[src/rtl/decode_ctrl_stage.sv]
// Registered main-decode stage between IF/ID and ID/EX with a valid/ready handshake,
// stall/flush hooks for the hazard unit and a saturating illegal-opcode counter.
module decode_ctrl_stage #(
  parameter int unsigned PC_W     = 32,
  parameter bit          EN_UTYPE = 1'b1,
  parameter bit          EN_JALR  = 1'b1,
  parameter int unsigned CNT_W    = 8
) (
  input  logic             clk,
  input  logic             rst,
  input  logic             in_valid,
  output logic             in_ready,
  input  logic [31:0]      in_instr,
  input  logic [PC_W-1:0]  in_pc,
  input  logic             stall,
  input  logic             flush,
  output logic             out_valid,
  input  logic             out_ready,
  output logic             out_regwrite,
  output logic [2:0]       out_immsrc,
  output logic             out_alusrc,
  output logic             out_alusrca,
  output logic             out_memwrite,
  output logic [1:0]       out_resultsrc,
  output logic             out_branch,
  output logic             out_jump,
  output logic             out_jumpreg,
  output logic [1:0]       out_aluop,
  output logic [4:0]       out_rd,
  output logic [4:0]       out_rs1,
  output logic [4:0]       out_rs2,
  output logic [2:0]       out_funct3,
  output logic             out_funct7b5,
  output logic [PC_W-1:0]  out_pc,
  output logic             out_illegal,
  output logic [CNT_W-1:0] illegal_count
);

  typedef struct packed {
    logic       regwrite;
    logic [2:0] immsrc;
    logic       alusrc;
    logic       alusrca;
    logic       memwrite;
    logic [1:0] resultsrc;
    logic       branch;
    logic       jump;
    logic       jumpreg;
    logic [1:0] aluop;
    logic       illegal;
  } ctl_t;

  localparam ctl_t CtlIllegal = '{illegal: 1'b1, default: '0};

  ctl_t             w_dec;
  logic             w_xfer;
  ctl_t             r_ctl;
  logic             r_valid;
  logic [4:0]       r_rd, r_rs1, r_rs2;
  logic [2:0]       r_funct3;
  logic             r_funct7b5;
  logic [PC_W-1:0]  r_pc;
  logic [CNT_W-1:0] r_cnt;

  always_comb begin
    w_dec = '0;
    unique case (in_instr[6:0])
      7'b0000011: w_dec = '{1'b1, 3'b000, 1'b1, 1'b0, 1'b0, 2'b01, 1'b0, 1'b0, 1'b0, 2'b00, 1'b0};
      7'b0100011: w_dec = '{1'b0, 3'b001, 1'b1, 1'b0, 1'b1, 2'b00, 1'b0, 1'b0, 1'b0, 2'b00, 1'b0};
      7'b0110011: w_dec = '{1'b1, 3'b000, 1'b0, 1'b0, 1'b0, 2'b00, 1'b0, 1'b0, 1'b0, 2'b10, 1'b0};
      7'b1100011: w_dec = '{1'b0, 3'b010, 1'b0, 1'b0, 1'b0, 2'b00, 1'b1, 1'b0, 1'b0, 2'b01, 1'b0};
      7'b0010011: w_dec = '{1'b1, 3'b000, 1'b1, 1'b0, 1'b0, 2'b00, 1'b0, 1'b0, 1'b0, 2'b10, 1'b0};
      7'b1101111: w_dec = '{1'b1, 3'b011, 1'b0, 1'b0, 1'b0, 2'b10, 1'b0, 1'b1, 1'b0, 2'b00, 1'b0};
      7'b1100111: begin
        if (EN_JALR) begin
          w_dec = '{1'b1, 3'b000, 1'b1, 1'b0, 1'b0, 2'b10, 1'b0, 1'b1, 1'b1, 2'b00, 1'b0};
        end else begin
          w_dec = CtlIllegal;
        end
      end
      7'b0110111: begin
        if (EN_UTYPE) begin
          w_dec = '{1'b1, 3'b100, 1'b1, 1'b0, 1'b0, 2'b11, 1'b0, 1'b0, 1'b0, 2'b00, 1'b0};
        end else begin
          w_dec = CtlIllegal;
        end
      end
      7'b0010111: begin
        if (EN_UTYPE) begin
          w_dec = '{1'b1, 3'b100, 1'b1, 1'b1, 1'b0, 2'b00, 1'b0, 1'b0, 1'b0, 2'b00, 1'b0};
        end else begin
          w_dec = CtlIllegal;
        end
      end
      default: w_dec = CtlIllegal;
    endcase
  end

  assign in_ready = !stall && (!r_valid || out_ready);
  assign w_xfer   = in_valid && in_ready;

  always_ff @(posedge clk) begin
    if (rst) begin
      r_valid    <= 1'b0;
      r_ctl      <= '0;
      r_rd       <= '0;
      r_rs1      <= '0;
      r_rs2      <= '0;
      r_funct3   <= '0;
      r_funct7b5 <= 1'b0;
      r_pc       <= '0;
      r_cnt      <= '0;
    end else if (flush) begin
      r_valid <= 1'b0;
      r_ctl   <= '0;
    end else if (stall) begin
      r_valid <= r_valid;
    end else if (w_xfer) begin
      r_valid    <= 1'b1;
      r_ctl      <= w_dec;
      r_rd       <= in_instr[11:7];
      r_rs1      <= in_instr[19:15];
      r_rs2      <= in_instr[24:20];
      r_funct3   <= in_instr[14:12];
      r_funct7b5 <= in_instr[30];
      r_pc       <= in_pc;
      // Saturate rather than wrap so a flood of bad opcodes stays visible.
      if (w_dec.illegal && (r_cnt != {CNT_W{1'b1}})) begin
        r_cnt <= r_cnt + 1'b1;
      end
    end else if (out_ready) begin
      r_valid <= 1'b0;
      r_ctl   <= '0;
    end
  end

  assign out_valid     = r_valid;
  assign out_regwrite  = r_ctl.regwrite;
  assign out_immsrc    = r_ctl.immsrc;
  assign out_alusrc    = r_ctl.alusrc;
  assign out_alusrca   = r_ctl.alusrca;
  assign out_memwrite  = r_ctl.memwrite;
  assign out_resultsrc = r_ctl.resultsrc;
  assign out_branch    = r_ctl.branch;
  assign out_jump      = r_ctl.jump;
  assign out_jumpreg   = r_ctl.jumpreg;
  assign out_aluop     = r_ctl.aluop;
  assign out_illegal   = r_ctl.illegal;
  assign out_rd        = r_rd;
  assign out_rs1       = r_rs1;
  assign out_rs2       = r_rs2;
  assign out_funct3    = r_funct3;
  assign out_funct7b5  = r_funct7b5;
  assign out_pc        = r_pc;
  assign illegal_count = r_cnt;

endmodule

[config.mk]
export PLATFORM = sky130hd
export DESIGN_NAME = decode_ctrl_stage
export DESIGN_NICKNAME = d
export VERILOG_FILES = /design/src/rtl/decode_ctrl_stage.sv
export SDC_FILE = /design/constraint.sdc
export NUM_CORES = 1
export LEC_CHECK = 0
export ABC_CLOCK_PERIOD_IN_PS = 4800
export CAP_MARGIN = 10
export CORE_MARGIN = 2
export CORE_UTILIZATION = 43
export CTS_BUF_LIST = sky130_fd_sc_hd__clkbuf_8 sky130_fd_sc_hd__clkbuf_16
export CTS_CLUSTER_DIAMETER = 30
export DETAILED_ROUTE_END_ITERATION = 10
export GPL_TIMING_DRIVEN = 0
export HOLD_SLACK_MARGIN = 0.1
export PLACE_DENSITY = 0.91
export SYNTH_ARGS = -nofsm -noshare
export SYNTH_HDL_FRONTEND = slang
export SYNTH_SLANG_ARGS = --single-unit
[constraint.sdc]
create_clock -name clk -period 4.8 [get_ports clk]
set_input_delay 0.72 -clock clk [delete_from_list [all_inputs] [get_ports clk]]
set_output_delay 0.72 -clock clk [all_outputs]
set_load 0.02 [all_outputs]
Word level (Yosys, flattened, before mapping). Cells that the tools add are included.

Flip-flop bits (word level): 75. Bits in latches: 0. RAM bits: 0. Memory bits (read-only): 0. Bits of input ports: 70. Output and inout bits: 76. Word-level logic and storage cells: 48. Memories kept: 0.

Add/subtract/negate cells: 1. $mul: 0. Div/mod/pow operators: 0. $lt $le $gt $ge: 0. Equality and inequality tests: 10. Shift-type cells: 0. Mux-type cells: 5. Bitwise gates (word level): 2. Reduce and logical (&&, ||, !) cells: 11.

Operator list (count): $pmux 15 s9 (1); $mux 15 (2); $eq 7x6->1 const B (3); $eq 7x7->1 const B (3); $eq 7x5->1 const B (2); $add 8x1->8 const B (1); $ne 8x8->1 const B (1); $eq 7x2->1 const B (1); $reduce_and 4->1 (1); $logic_and 1x1->1 (3); $reduce_and 3->1 (1); $logic_not 1->1 (2); $mux 1 (2); $not 1->1 (2); $reduce_and 2->1 (1); $reduce_bool 2->1 (1); $reduce_or 2->1 (1); $logic_or 1x1->1 (1).

Logic depth before layout (Yosys ltp).
Depth after elaboration: 6. Gate-level depth with buffers: 7. Mapped depth without buffers: 6.

Least setup slack after synthesis. OpenSTA, ideal clock, no wires.

Path type: input port to flip-flop. Start: in stall. End: reg r_cnt[4] (netlist: illegal_count[4]). Library setup time: 0.123 ns. Data arrival time: 2.281 ns. Required time: 4.677 ns. Setup slack: 2.396 ns. Cell stages on the path: 7. Buffers on the path: 2. Cells stage by stage: nand2b_1 > buf_2 > or3_1 > buf_2 > nor4_4 > nand4_1 > mux2_1.

Word-level cells in the longest chain between the ends: 4. Elaborated cells between the ends (all ways): 5. Those cells by class: 1 x bitwise; 4 x reduce/logical.

Ends and longest elaborated chain: start, declared (RTL line 15) `input logic stall,`; $logic_not 1->1 (RTL line 99) `assign in_ready = !stall && (!r_valid || out_ready);`; $logic_and 1x1->1 (RTL line 99); $logic_and 1x1->1 (RTL line 100) `assign w_xfer = in_valid && in_ready;`; $reduce_and 4->1 (no line) (*); end signal, assigned (RTL line 129) `r_cnt <= r_cnt + 1'b1;`; end, declared (RTL line 63) `logic [CNT_W-1:0] r_cnt;`.

Mark *: on every way between the ends. The rest lies on a longest branch, timed or not. A chain may end at the register's enable or synchronous reset.

Worst setup path after layout.
Start: in out_ready. End: out in_ready.

Word-level cells in the longest chain between the ends: 2.

Ends and longest elaborated chain: start, declared (RTL line 18) `input logic out_ready,`; $logic_or 1x1->1 (RTL line 99); $logic_and 1x1->1 (RTL line 99); end, declared (RTL line 12) `output logic in_ready,`.

Every way passes these cells.

==> metrics.yaml <==
detailed_routing:
  antenna_violation_net_count_after_detailed_routing: 0
  drt_pre_antenna_iters: 8
  wl_per_cell_microns: 13.5
  drt_iter0_markers: 116
  post-route-drc-count: 7
  routed_wl_mm: 8.01
  route.vias.total: 2957
  routed_via_density: 4.99
clock_network:
  cts_inserted_buffers: 9
  h-tree-depth: 3
  cts-hold-fix-buffers: 0
  cts_setup_buffers: 0
  cts_num_sinks: 74
  worst_setup_hold_path_clk_slew_ps: 70
  clock_latency_on_the_worst_skew_pair_ps: 340
  tritoncts: "done"
  clock_tree.buffer_depth: 2
  clockRootBuffer: "sky130_fd_sc_hd__clkbuf_8"
  post_cts.resized_instances: 0
power:
  max-vdd-ir-drop_uv: 237
  net-switching-power_uw: 319
  cell_internal_pwr_uw: 948
  combPwrFrac_pct: 13.6
  p_per_area_mw_per_mm2: 279
  fin_total_pwr_uw: 1270
  power_frac_clock_pct: 36.1
  seq_power_share_pct: 50.3
  net_sw_share_pct: 25.2
  total_leakage_power_uw: 0.00157
logic_synthesis:
  synth-main-ff-cell: "sky130_fd_sc_hd__dfxtp_1"
  synth_area_per_cell_sq_um: 7.92
  postSynthNetCount: 435
  synth-async-reset-ratio_pct: 0
  yosysSeqAreaShare_pct: 51.4
  yosys.area.top_type_share_pct: 51.4
  synth_edf_count: 0
  yosys-top-cells-count: "sky130_fd_sc_hd__nand2_1 (116), sky130_fd_sc_hd__dfxtp_1 (74), sky130_fd_sc_hd__a21oi_1 (64), sky130_fd_sc_hd__nor2_1 (22), sky130_fd_sc_hd__clkbuf_1 (21)"
  netlist-cell-type-count: 36
  netlist.top_cell.by_area: "sky130_fd_sc_hd__dfxtp_1"
  yosys_warnings: 0
  synth_top_cells_by_area: "sky130_fd_sc_hd__dfxtp_1 (51%), sky130_fd_sc_hd__nand2_1 (15%), sky130_fd_sc_hd__a21oi_1 (11%), sky130_fd_sc_hd__nor2_1 (2.9%), sky130_fd_sc_hd__clkbuf_1 (2.7%)"
  ys_ff_latch: 74
  post-synth-top-count-cell: "sky130_fd_sc_hd__nand2_1"
  post_synth_instance_area_sq_mm: 0.00288
  postSynthCellCount: 364
die:
  die_h_microns: 85.9
  rows: 29
  die_width_microns: 85.9
  floorplan.die_area_sq_mm: 0.00738
  initial_core_util_pct: 44.9
  io-pin-count: 146
  design.core.area_sq_mm: 0.00642
setup_path:
  nature_of_the_critical_path_endpoint: "primary output"
  path_delay_family: "buffers and inverters"
  timing.critical_path.from: "out_ready"
  critical-path-top-cell-by-count: "sky130_fd_sc_hd__clkdlybuf4s50_1"
  cp_slowest_stage_delay_ps: 600
  crit_buf_inv: 3
  cp_data_required_time_ps: 4080
  critPathLaunchType: "input port"
  worst-path-max-fanout: 7
  crit_arrival_ps: 2090
  r2r-start: "out_valid"
  timing.setup.critical_path_class: "input port to primary output"
  slowest_cp_cell: "sky130_fd_sc_hd__clkdlybuf4s50_1"
  worstPathCellList: "clkdlybuf4s50_1 > nor2b_1 > buf_2 > nor2_1 > clkdlybuf4s50_1"
grt:
  grt_max_degree: 13
  grt_pass1_wl_mm: 13.1
  antenna_found_initial: 0
  number_of_global_route_vias_before_repair: 2972
  remaining_global_route_overflow: 0
  gr-usage-all-layers_pct: 22.0
final_layout:
  antenna_cells: 0
  finish.net_count: 582
  multi_input_area_sq_mm: 0.00127
  utilization_pct: 70.6
  final_area_sq_mm: 0.00453
  register_area_sq_mm: 0.00148
  stdcell_count: 593
  area.growth.synth_to_final_pct: 57.1
  post_route_cells_drive_above_1_share_pct: 4.84
  nFillCells: 512
timing:
  fmax_mhz: 356
  setup_viol_count_final: 0
  part_of_the_cycle_the_worst_path_needs_pct: 58.5
  timing_worst_slew_pin_value_ps: 958
  finalSetupTns_ps: 0
  final_period_minus_worst_setup_slack_ps: 2810
  timing_max_transition_violations_final: 0
  slew_headroom_pct: 35.6
  fin_worst_skew_ps: 8.23
  hold_viol_final: 0
  grt_setup_unrepaired: "false"
outcome:
  status: "finished, violations left"
  violations: "design-rule violations"
min_path:
  holdCritPathClass: "register to register"
  hp-start: "out_pc[13]"
placed_design:
  placement.io_buffers: 136
  sum_of_net_half_perimeters_after_detailed_placement_mm: 5.98
  post_dp_cell_area_sq_mm: 0.00434
  dpl.cell_count: 577
  gpl.final_weighted_congestion: 0.825
flow_run:
  cap_viol_max_count: 0
==> flip-flops by register name, indices dropped and copies added, names as in the netlist <==
signal and count:
illegal_count 8, out_aluop 2, out_alusrc 1, out_alusrca 1, out_funct3 3, out_funct7b5 1, out_illegal 1, out_immsrc 3
out_jump 1, out_jumpreg 1, out_memwrite 1, out_pc 32, out_rd 5, out_regwrite 1, out_resultsrc 2, out_rs1 5
out_rs2 5, out_valid 1
==> cell families after synthesis <==
family,count (synthesis),synth area share [%]
multiplexers,3,1.13
AND/OR/NAND/NOR,173,26.3
XOR/XNOR,3,0.911
buffers and inverters,30,4.69
AO/OA/AOI/OAI,80,15.2
flip-flops,74,51.4
adder cells (fa/ha/maj),1,0.434
==> cell usage in the layout (no fill, tap or decap), drive strengths merged, types with 2 or more instances in the layout <==
cell type,n
nand2b,4
buf,7
nor2b,5
a32oi,5
or2,2
nor2,22
nand3,6
clkdlybuf4s50,136
o21ai,5
or3,4
dfxtp,74
inv,2
xnor2,2
nand4,6
nand2,116
nor3,2
clkbuf,33
and3b,2
clkinv,2
mux2,2
clkinvlp,2
nor4,3
a21oi,64
==> power groups by stage <==
stage | logic (uW) | registers [uW] | clock network [uW]
after floorplan | 55.0 | 670 | 0
after global placement | 168 | 650 | 0
after detailed placement | 171 | 651 | 0
after CTS | 173 | 637 | 460
after global routing | 187 | 638 | 486
final | 172 | 637 | 457
==> tightest hold or removal path, cell delays in order, from the launching register on <==
cell,delay [ps]
sky130_fd_sc_hd__dfxtp_1,310
sky130_fd_sc_hd__nand2_1,50
sky130_fd_sc_hd__a21oi_1,50
==> worst paths after layout <==
kind	depth (start not counted)	to	slack, ps
setup reg to reg	7	illegal_count[4]	2580
hold reg to reg	2	out_pc[13]	450
setup / recovery	5	in_ready	1990
hold / removal	2	out_pc[13]	450
==> per-layer routing <==
metal  share of wire, %  global-route usage, %
met5                  0                      0
met4                1.7                   7.22
met3                7.6                   6.93
met2                 51                   40.0
met1                 39                   24.1
==> area by class of cell <==
| type | count | area share, % |
|---|---|---|
| clock inverter | 4 | 0.552 |
| clock buffer | 12 | 3.64 |
| tap | 77 | 2.13 |
| buffer | 28 | 2.82 |
| multi-input combinational | 260 | 28.0 |
| sequential | 74 | 32.7 |
| timing repair buffer | 136 | 30.0 |
| inverter | 2 | 0.166 |
==> stage by stage <==
step                      worst slack (ps)  hold WS [ps]
after CTS                             1990           456
after detailed placement              1740           445
final                                 1990           455
after floorplan                       2400           530
after global routing                  1930           481
after global placement                1770           441
(Power assumes the default switching activity.)
